## config.mk

```make
export PLATFORM = sky130hd
export DESIGN_NAME = octavo_io_port_fifo
export DESIGN_NICKNAME = d
export VERILOG_FILES = /design/src/rtl/octavo_io_port_fifo.sv
export SDC_FILE = /design/constraint.sdc
export NUM_CORES = 1
export LEC_CHECK = 0
export ABC_AREA = 1
export CAP_MARGIN = 0
export CORE_ASPECT_RATIO = 0.75
export CORE_UTILIZATION = 40
export CTS_BUF_LIST = sky130_fd_sc_hd__clkbuf_8
export DETAILED_ROUTE_END_ITERATION = 7
export GPL_TIMING_DRIVEN = 0
export SLEW_MARGIN = 15
export SYNTH_ARGS = -nofsm -noshare
export SYNTH_HDL_FRONTEND = slang
export SYNTH_SLANG_ARGS = --single-unit
```

## constraint.sdc

```tcl
create_clock -name clock -period 2.7 [get_ports clock]
set_input_delay 0.405 -clock clock [delete_from_list [all_inputs] [get_ports clock]]
set_output_delay 0.405 -clock clock [all_outputs]
set_load 0.005 [all_outputs]
```

## src/rtl/octavo_io_port_fifo.sv

```systemverilog
// ---------------------------------------------------------------------------
// octavo_io_port_fifo
//
// Buffering stage outside one Octavo I/O port pair. It has two independent
// FIFOs:
//   read FIFO  : external valid/ready producer -> Octavo read port
//   write FIFO : Octavo write port -> external valid/ready consumer
//
// Ports
//   clock, reset_n                 single clock, asynchronous active-low reset
//   in_valid, in_data, in_ready    producer side of the read FIFO
//   io_read_EF, io_read_data       Octavo read port (EF=1: data available)
//   io_rden                        Octavo pops the read FIFO head
//   io_write_EF                    Octavo write port (EF=1: space available)
//   io_write_data, io_wren         Octavo pushes into the write FIFO
//   out_valid, out_data, out_ready consumer side of the write FIFO
//   read_count, write_count        occupancy (only with the macro below)
//   err_clear                      synchronous clear of the sticky flags
//   underflow, overflow            sticky error flags (Octavo contract broken)
//
// Optional feature: define OCTAVO_IO_PORT_FIFO_COUNT_EN to add the registered
// read_count/write_count occupancy outputs.
//
// Every output comes from a register (pointer, flag, count or storage word);
// no input reaches an output combinationally.
// ---------------------------------------------------------------------------
module octavo_io_port_fifo #(
   parameter int WORD_WIDTH = 36,
   parameter int DEPTH      = 8,
   parameter int ADDR_WIDTH = 3
) (
   input  logic                  clock,
   input  logic                  reset_n,
   input  logic                  in_valid,
   input  logic [WORD_WIDTH-1:0] in_data,
   output logic                  in_ready,
   output logic                  io_read_EF,
   output logic [WORD_WIDTH-1:0] io_read_data,
   input  logic                  io_rden,
   output logic                  io_write_EF,
   input  logic [WORD_WIDTH-1:0] io_write_data,
   input  logic                  io_wren,
   output logic                  out_valid,
   output logic [WORD_WIDTH-1:0] out_data,
   input  logic                  out_ready,
`ifdef OCTAVO_IO_PORT_FIFO_COUNT_EN
   output logic [ADDR_WIDTH:0]   read_count,
   output logic [ADDR_WIDTH:0]   write_count,
`endif
   input  logic                  err_clear,
   output logic                  underflow,
   output logic                  overflow
);

   localparam logic [ADDR_WIDTH:0] PTR_ONE = (ADDR_WIDTH+1)'(1);

   // Pointers carry one extra wrap bit so full and empty are distinguishable.
   logic [ADDR_WIDTH:0]   rf_wptr, rf_rptr, wf_wptr, wf_rptr;
   logic [ADDR_WIDTH:0]   rf_wptr_nxt, rf_rptr_nxt, wf_wptr_nxt, wf_rptr_nxt;
   logic [WORD_WIDTH-1:0] rf_mem [DEPTH];
   logic [WORD_WIDTH-1:0] wf_mem [DEPTH];

   logic rf_empty, rf_full, wf_empty, wf_full;
   logic rf_push, rf_pop, wf_push, wf_pop;

   assign rf_empty = (rf_wptr == rf_rptr);
   assign rf_full  = (rf_wptr[ADDR_WIDTH-1:0] == rf_rptr[ADDR_WIDTH-1:0]) &&
                     (rf_wptr[ADDR_WIDTH] != rf_rptr[ADDR_WIDTH]);
   assign wf_empty = (wf_wptr == wf_rptr);
   assign wf_full  = (wf_wptr[ADDR_WIDTH-1:0] == wf_rptr[ADDR_WIDTH-1:0]) &&
                     (wf_wptr[ADDR_WIDTH] != wf_rptr[ADDR_WIDTH]);

   // Illegal requests (pop when empty, push when full) are masked here and
   // only show up in the sticky flags.
   assign rf_push = in_valid  & ~rf_full;
   assign rf_pop  = io_rden   & ~rf_empty;
   assign wf_push = io_wren   & ~wf_full;
   assign wf_pop  = out_ready & ~wf_empty;

   assign rf_wptr_nxt = rf_push ? rf_wptr + PTR_ONE : rf_wptr;
   assign rf_rptr_nxt = rf_pop  ? rf_rptr + PTR_ONE : rf_rptr;
   assign wf_wptr_nxt = wf_push ? wf_wptr + PTR_ONE : wf_wptr;
   assign wf_rptr_nxt = wf_pop  ? wf_rptr + PTR_ONE : wf_rptr;

   assign in_ready     = ~rf_full;
   assign io_read_EF   = ~rf_empty;
   assign io_read_data = rf_mem[rf_rptr[ADDR_WIDTH-1:0]];
   assign io_write_EF  = ~wf_full;
   assign out_valid    = ~wf_empty;
   assign out_data     = wf_mem[wf_rptr[ADDR_WIDTH-1:0]];

   // Control state: pointers and sticky flags. A new error event in the same
   // cycle as err_clear keeps the flag set.
   always_ff @(posedge clock or negedge reset_n) begin
      if (!reset_n) begin
         rf_wptr   <= '0;
         rf_rptr   <= '0;
         wf_wptr   <= '0;
         wf_rptr   <= '0;
         underflow <= 1'b0;
         overflow  <= 1'b0;
      end else begin
         rf_wptr   <= rf_wptr_nxt;
         rf_rptr   <= rf_rptr_nxt;
         wf_wptr   <= wf_wptr_nxt;
         wf_rptr   <= wf_rptr_nxt;
         underflow <= (io_rden & rf_empty) | (underflow & ~err_clear);
         overflow  <= (io_wren & wf_full)  | (overflow  & ~err_clear);
      end
   end

   // Storage is deliberately not reset; the empty flags hide stale words.
   always_ff @(posedge clock) begin
      if (rf_push) rf_mem[rf_wptr[ADDR_WIDTH-1:0]] <= in_data;
      if (wf_push) wf_mem[wf_wptr[ADDR_WIDTH-1:0]] <= io_write_data;
   end

`ifdef OCTAVO_IO_PORT_FIFO_COUNT_EN
   // Counts are computed from the next pointers so they change on the same
   // edge as the pointers themselves.
   always_ff @(posedge clock or negedge reset_n) begin
      if (!reset_n) begin
         read_count  <= '0;
         write_count <= '0;
      end else begin
         read_count  <= rf_wptr_nxt - rf_rptr_nxt;
         write_count <= wf_wptr_nxt - wf_rptr_nxt;
      end
   end
`endif

endmodule

```

**Word-level counts from Yosys, hierarchy flattened**

Memory sizes are Yosys's and may differ from the RTL's.
Index checks and enable logic that the tools add are counted.

- Magnitude comparators: 0
- Reductions and logical operators: 2
- Muxes and demuxes: 4
- Multipliers: 0
- Shift-type cells: 0
- $add $sub $neg: 4
- Divide/modulo/power cells: 0
- Bitwise logic cells: 15
- Equality and inequality tests: 6

Operators by type and width:

| cell | number |
|---|---|
| 4-bit by 1-bit adder with 4-bit output, second input constant | 4 |
| 1-bit AND | 8 |
| 4-bit == test | 2 |
| 3-bit == test | 2 |
| 1-bit inverter | 5 |
| 1-bit 2-to-1 mux | 4 |
| 1-bit logical AND | 2 |
| 1-bit inequality test | 2 |
| 1-bit OR | 2 |

- Input bits: 79
- Word-level logic and storage cells: 39
- Memory bits (writable): 576
- Register bits: 18
- Latch bits: 0
- Memory bits (read-only): 0
- Output and inout port bits: 78
- Memories: 2

Memories:

| memory | depth | bits a word | rd ports | clocked after Yosys merged registers in | write ports | line | text |
|---|---|---|---|---|---|---|---|
| rf_mem | 8 | 36 | 1 | 0 | 1 | 60 | `logic [WORD_WIDTH-1:0] rf_mem [DEPTH];` |
| wf_mem | 8 | 36 | 1 | 0 | 1 | 61 | `logic [WORD_WIDTH-1:0] wf_mem [DEPTH];` |

**Depth between registers and ports, before layout**

Gate-level depths: netlist of run 1.

- Word-level depth: 6
- Depth in mapped cells: 10
- Depth with buffers taken out: 9

**Least setup slack after synthesis of run 1**

No wires, ideal clock.

- Kind: flip-flop to flip-flop
- Start point: register wf_rptr[0]
- End point: memory wf_mem[2][0], enable pin
- Setup slack: -0.336 ns
- Period minus slack after synthesis: 3.036 ns
- Buffers on the path: 2
- Arrival: 2.607 ns
- Stages on the path, launching flop included: 10
- Library setup time: 0.429 ns
- Data required time: 2.271 ns
- Cells stage by stage: dfrtp_1 buf_6 inv_2 buf_6 nand2_2 nand2_2 inv_2 nand4_4 nand3_2 nor2_1

- Word-level cells in the longest chain between the ends: 6

RTL lines:

| element | line | text |
|---|---|---|
| start: declaration | 58 | `logic [ADDR_WIDTH:0] rf_wptr, rf_rptr, wf_wptr, wf_rptr;` |
| start signal: assignment | 106 | `wf_rptr <= wf_rptr_nxt;` |
| 3-bit == test | 70 | `assign wf_full = (wf_wptr[ADDR_WIDTH-1:0] == wf_rptr[ADDR_WIDTH-1:0]) &&` |
| 1-bit logical AND | 70 |  |
| 1-bit inverter | - |  |
| named net io_write_EF | 40 | `output logic io_write_EF,` |
| 1-bit AND | 77 | `assign wf_push = io_wren & ~wf_full;` |
| 1-bit 2-to-1 mux | 115 | `if (wf_push) wf_mem[wf_wptr[ADDR_WIDTH-1:0]] <= io_write_data;` |
| 1-bit 2-to-1 mux (not written as such) | 115 |  |
| end: declaration | 61 |  |

The timed path passes the listed nets, and every way through them passes these cells.

**Worst setup path in the final report of run 1**

- Start point: register rf_rptr[0]
- End point: output port io_read_data[31]

- Word-level cells in the longest chain between the ends: 1

RTL lines:

| element | line | text |
|---|---|---|
| start: declaration | 58 |  |
| start signal: assignment | 104 | `rf_rptr <= rf_rptr_nxt;` |
| memory 8 x 36 bit | - |  |
| end: declaration | 38 | `output logic [WORD_WIDTH-1:0] io_read_data,` |

Every way passes these cells.

==> flow_metrics.env, run 1 <==
export IMPL_status="complete, but fails checks"
export IMPL_violations="setup timing"
export IMPL_clk_latency_ps=690
export IMPL_cts_buffers=92
export IMPL_setup_viol=48
export IMPL_syn_cell_area_um2=23290
export IMPL_crit_required_ps=2300
export IMPL_yosys_most_used_dff="edfxtp_1"
export IMPL_rsz0062_at_grt="yes"
export IMPL_grt_pass1_vias=15540
export IMPL_cap_violations=0
export IMPL_start_util_pct=40.55
export IMPL_multi_input_area_um2=6002
export IMPL_path_clk_slew_ps=60
export IMPL_ios=157
export IMPL_fin_ws_ps=-130.9
export IMPL_slew_limit_headroom_pct=37.10
export IMPL_synthAdderAreaFrac_pct=0.2149
export IMPL_hold_viol_final=0
export IMPL_r2r_cells=12
export IMPL_wirelength_um=67300
export IMPL_synth_xor_area_share_pct=0.2256
export IMPL_powerDensity_nw_per_um2=1148
export IMPL_leakage_nw=11.07
export IMPL_cts_tree="yes"
export IMPL_cts_buffer_depth=3
export IMPL_synthSimpleGateAreaFrac_pct=10.55
export IMPL_fin_nets=2258
export IMPL_min_period_ps=2831
export IMPL_muxShareOfSynthArea_pct=0
export IMPL_arrival_ps=2430
export IMPL_cts_num_sinks=594
export IMPL_syn_inst=1799
export IMPL_grt_first_pass_wirelength_um=95810
export IMPL_crit_type="register to output port"
export IMPL_synth_compound_area_share_pct=10.16
export IMPL_htreeDepth=3
export IMPL_synth_area_leader_cell="edfxtp_1"
export IMPL_area_growth_pct=32.86
export IMPL_startpoint_type="register"
export IMPL_dieArea_um2=59210
export IMPL_reg2reg_setup_slack_ps=100
export IMPL_end_kind="output port"
export IMPL_grt_overflow_total=0
export IMPL_final_max_slew_violation_count=0
export IMPL_viasPerCell=5.352
export IMPL_synth_edff_count=576
export IMPL_synth_nets=1882
export IMPL_ys_async_sr_fraction_pct=3.030
export IMPL_ys_warn_count=0
export IMPL_synth_top_family_by_area="simple AND/OR/NAND/NOR gates"
export IMPL_antenna_found_initial=3
export IMPL_hp_class="input pin to async pin"
export IMPL_tns_ps=-2290
export IMPL_fp_dieH_um=211.0
export IMPL_r2r_end="wf_mem[3][17]"
export IMPL_irDropWorstVdd_uv=483.1
export IMPL_finalCritPeriodShare_pct=104.8
export IMPL_routedWlPerCell_um=22.26
export IMPL_skew_ps=32.06
export IMPL_drc=0
export IMPL_drive_gt1_share_pct=30.08
export IMPL_seq_area_frac_synth_pct=76.20
export IMPL_num_vias=16180
export IMPL_power_mw=35.51
export IMPL_yosysMostFrequentCell="edfxtp_1"
export IMPL_synth_cell_types=25
export IMPL_place_hpwl_um=39840
export IMPL_drtIter0Drc=1704
export IMPL_die_x_um=280.6
export IMPL_core_area_um2=57440
export IMPL_synth_seq_cells=594
export IMPL_seq_area_um2=17750
export IMPL_firstDrtPassIters=5
export IMPL_grt_max_degree=27
export IMPL_cts_root_buf="clkbuf_8"
export IMPL_synth_area_leaders="edfxtp_1 (74%), o21ai_0 (6.1%), nor2_1 (4.8%)"
export IMPL_tightest_slew_ps=940.6
export IMPL_r2r_start="wf_rptr[0]"
export IMPL_ant_nets=0
export IMPL_grtUsageTotal_pct=22.01
export IMPL_io_buffers=156
export IMPL_synth_common_cells="edfxtp_1 (576), nor2_1 (297), nand2_1 (285)"
export IMPL_worstPathMaxFanout=5
export IMPL_fill_cells=4722
export IMPL_row_count=76
export IMPL_place_gp_congestion=0.8067
export IMPL_synth_top_area_share_pct=74.26
export IMPL_max_freq_mhz=353.2
export IMPL_avgSynthCellArea_um2=12.95
-- metal layers --
layer / part of all wire, % / GRT usage [%] / wire length, um
met3: 7.7 / 4.314 / 5181
met5: 0.030 / 0 / 20
met1: 46 / 33.34 / 30860
met2: 44 / 31.70 / 29610
met4: 2.4 / 7.142 / 1629
-- worst max-delay path, cell delays in order, from the launching register on --
cell and delay [ps]:
dfrtp_2 440, buf_12 150, clkinv_8 40, buf_12 100, buf_16 130, buf_12 110, buf_12 110, buf_12 120
nor2_4 30, o22ai_2 160, nand2_1 80, nand2_2 120, buf_2 120
-- how the worst max path moves through the flow --
stage                             endpoint  slack (ps)        from  cells past startpoint
after global routing      io_read_data[29]        -250  rf_rptr[0]                     12
after CTS                  io_read_data[7]        -170  rf_rptr[0]                     10
after global placement        rf_mem[3][8]       -2400  rf_rptr[1]                      6
final                     io_read_data[31]        -130  rf_rptr[0]                     12
after detailed placement      rf_mem[2][8]        -320  rf_rptr[1]                      7
after floorplan               wf_mem[2][0]        -340  wf_rptr[0]                      9
-- registers in the layout, indices dropped and copies added, names as in the netlist --
name	count
overflow	1
rf_mem	288
rf_rptr	4
rf_wptr	4
underflow	1
wf_mem	288
wf_rptr	4
wf_wptr	4
-- cells by family after synthesis --
logic type | count (synthesis)
adder cells (fa/ha/maj) | 4
XOR/XNOR | 6
buffers and inverters | 135
AO/OA/AOI/OAI | 436
AND/OR/NAND/NOR | 624
flip-flops | 594
-- cells in the final DEF, fill, tap and decap left out, drive strengths merged --
cell / count
ha: 4
clkdlybuf4s50: 80
nor3: 1
dfrtp: 18
clkinv: 36
bufinv: 1
edfxtp: 576
nand4: 2
o21ai: 289
nor2: 308
inv: 54
nand2: 291
clkinvlp: 2
buf: 240
diode: 2
nand3: 23
clkdlybuf4s15: 2
o22ai: 145
clkbuf: 158
dlygate4sd2: 2
xor2: 6
a21oi: 2
bufbuf: 1
-- cell type report --
cell class              count  area share [%]
plain buffers             101           3.813
clock inverters            68           1.152
diodes                      2         0.01617
repair buffers            290           10.59
inverters                  25          0.4124
flip-flops and latches    594           57.37
multi-input cells        1071           19.40
clock buffers              92           4.092
well taps                 780           3.154
-- timing repair --
item	in CTS	in global routing
gates cloned	15	8
buffers inserted	67	28
pin swaps	135	133
gates resized for setup	726	282
setup endpoints to repair	296	167
hold buffers	0	0
-- where the power goes --
part	internal, mW	switching [mW]
logic	7.22	9.41
clock network	3.30	3.53
registers	11.6	0.474
total	22.1	13.4
-- stage by stage --
stage	hold WS [ps]	cell area, um^2	cells	util (%)	setup slack [ps]
2_1_floorplan	109.4	23310	1799	-	-336.2
3_3_place_gp	486.8	25850	2735	45.01	-2400
3_5_place_dp	482.9	26400	2755	45.97	-323.3
4_1_cts	228.3	29880	2997	52.03	-174.9
5_1_grt	286.0	30940	3022	53.87	-248.4
6_report	234.6	30940	3023	53.88	-130.9
(Power assumes the default switching activity.)
==> inputs of run 2 (changes only) <==
--- a/config.mk
+++ b/config.mk
@@ -12,6 +12,7 @@
 export CTS_BUF_LIST = sky130_fd_sc_hd__clkbuf_8
 export DETAILED_ROUTE_END_ITERATION = 7
 export GPL_TIMING_DRIVEN = 0
+export SETUP_SLACK_MARGIN = 0.3
 export SLEW_MARGIN = 15
 export SYNTH_ARGS = -nofsm -noshare
 export SYNTH_HDL_FRONTEND = slang
==> constraint.sdc (replaced) <==
create_clock -name clock -period 3.2 [get_ports clock]
set_input_delay 0.48 -clock clock [delete_from_list [all_inputs] [get_ports clock]]
set_output_delay 0.48 -clock clock [all_outputs]
set_load 0.005 [all_outputs]
==> run 2 against run 1 <==
  * Die area did not move
  * Setup slack improved by 310 ps
  * The run now ends clean
  * Design area fell by 2.4%
  * Largest cell class unchanged
==> flow_metrics.env, run 2 (same netlist as run 1, synthesis figures left out) <==
export IMPL_max_freq_mhz=330.9
export IMPL_cts_num_sinks=594
export IMPL_grt_max_degree=27
export IMPL_cap_violations=0
export IMPL_met2_length_um=28620
export IMPL_io_buffers=156
export IMPL_holdBufCountCts=0
export IMPL_ant_nets=0
export IMPL_pwr_share_comb_pct=45.0
export IMPL_arrival_ps=2540
export IMPL_cpPeakStageDelay_ps=430
export IMPL_status="finished clean"
export IMPL_powerDensity_nw_per_um2=956.4
export IMPL_fp_dieH_um=211.0
export IMPL_drtIter0Drc=1642
export IMPL_fin_ws_ps=177.8
export IMPL_area_growth_pct=29.71
export IMPL_antenna_found_initial=3
export IMPL_final_common_cell="edfxtp_1"
export IMPL_pwr_share_clk_pct=19.9
export IMPL_clk_latency_ps=690
export IMPL_cp_common_cell="buf_12"
export IMPL_row_count=76
export IMPL_power_frac_seq_pct=35.1
export IMPL_p_int_mw=18.08
export IMPL_htreeDepth=3
export IMPL_start_util_pct=40.55
export IMPL_cts_tree="yes"
export IMPL_place_gp_congestion=0.8067
export IMPL_final_max_slew_violation_count=0
export IMPL_crit_required_ps=2720
export IMPL_die_x_um=280.6
export IMPL_place_hpwl_um=39840
export IMPL_dieArea_um2=59210
export IMPL_tightest_slew_ps=926.3
export IMPL_irDropWorstVdd_uv=376.2
export IMPL_leakage_nw=10.85
export IMPL_skew_ps=28.96
export IMPL_num_vias=15960
export IMPL_post_place_ws_ps=176.7
export IMPL_worstPathMaxFanout=6
export IMPL_end_kind="output port"
export IMPL_viasPerCell=5.334
export IMPL_crit_slowest_cell="dfrtp_2"
export IMPL_cts_buffer_depth=3
export IMPL_final_cell_mix="edfxtp_1 (576), nand2_1 (260), nor2_1 (219)"
export IMPL_wl_met1_um=30020
export IMPL_drc=0
export IMPL_core_area_um2=57440
export IMPL_finalCritPeriodShare_pct=94.44
export IMPL_grt_pass1_vias=15390
export IMPL_switching_share_pct=37.41
export IMPL_wirelength_um=65170
export IMPL_rsz0062_at_grt="yes"
export IMPL_grtUsageTotal_pct=21.71
export IMPL_min_period_ps=3022
export IMPL_cts_root_buf="clkbuf_8"
export IMPL_hp_class="input pin to async pin"
export IMPL_grt_overflow_total=0
export IMPL_drive_gt1_share_pct=24.69
export IMPL_dr_wl_met3_um=5169
export IMPL_p_switching_mw=10.81
export IMPL_highest_layer="met5"
export IMPL_crit_chain="buf_12, clkinv_8, buf_12, buf_16, buf_12, buf_12, buf_12, buf_8, nor2_4, o22ai_2, nand2_1, nand2_2, buf_6"
export IMPL_cts_buffers=92
export IMPL_path_clk_slew_ps=60
export IMPL_routedWlPerCell_um=21.78
export IMPL_hold_viol_final=0
export IMPL_startpoint_type="register"
export IMPL_fin_nets=2228
export IMPL_ios=157
export IMPL_slew_limit_headroom_pct=38.06
export IMPL_grt_first_pass_wirelength_um=94610
export IMPL_crit_type="register to output port"
export IMPL_setup_viol=0
export IMPL_tns_ps=0
export IMPL_firstDrtPassIters=6
run 2: changes by cell type in the layout (fill, tap and decap cells not counted), sizes merged:
cell	before	now
diode	2	1
buf	240	179
clkinv	36	35
dlymetal6s2s	0	11
clkdlybuf4s50	80	81
dlygate4sd2	2	5
nor2	308	307
clkbuf	158	170
inv	54	55
clkdlybuf4s15	2	7
run 2: path summary, 6_finish.rpt:
path | from | end | slack [ps] | cells after the start
worst min register to register | wf_rptr[3] | wf_rptr[3] | 490 | 2
min in group clock | in_valid | rf_wptr[2] | 470 | 3
worst min-delay path | reset_n | rf_wptr[0] | 300 | 1
worst max-delay path | rf_rptr[0] | io_read_data[32] | 180 | 13
worst max register to register | rf_rptr[0] | rf_mem[0][10] | 590 | 10
max in group asynchronous | reset_n | wf_rptr[1] | 2260 | 1
run 2: power by group through the flow:
| stage | logic, mW | registers, mW | clock network, mW |
|---|---|---|---|
| after detailed placement | 10.2 | 10.2 | 0 |
| after CTS | 12.0 | 10.1 | 5.85 |
| after floorplan | 5.24 | 10.2 | 0 |
| after global routing | 13.9 | 10.2 | 6.16 |
| final | 13.0 | 10.1 | 5.75 |
| after global placement | 9.72 | 10.3 | 0 |
run 2: final cells by class:
class	count	area (um^2)
fillers	4776	27220
flip-flops and latches	594	17750
multi-input cells	1070	5618
repair buffers	252	2841
plain buffers	110	1274
clock buffers	92	1266
well taps	780	975.9
clock inverters	68	356.6
inverters	25	125.1
diodes	1	2.502
run 2: per-layer routing:
layer	global-route usage [%]	vias up
met3	4.646	106
met5	0	-
met2	31.38	632
met1	32.68	7936
met4	6.633	4
li1	-	7281
run 2: worst max-delay path: cells and delay by family, from the launching register on:
kind	cells	cell delay, ps
buffers and inverters	9	1060
DFF	1	430
and+or+nand+nor	3	250
AOI/OAI and AO/OA	1	90
run 2: timing repair:
item                                    in CTS  in global routing
buffers inserted                            47                 15
gates resized for setup                    478                293
endpoints found under the setup margin     196                 73
cloned                                      10                  4
pin swaps                                   92                 87
run 2: stage by stage:
step,power [mW],area [um^2],hold slack [ps],cells,util (%)
3_5_place_dp,20.42,26400,482.9,2755,45.97
6_report,28.89,30210,304.0,2992,52.60
2_1_floorplan,15.41,23310,184.4,1799,-
5_1_grt,30.33,30210,365.3,2992,52.60
3_3_place_gp,20.02,25850,486.8,2735,45.01
4_1_cts,27.95,29450,303.3,2972,51.27
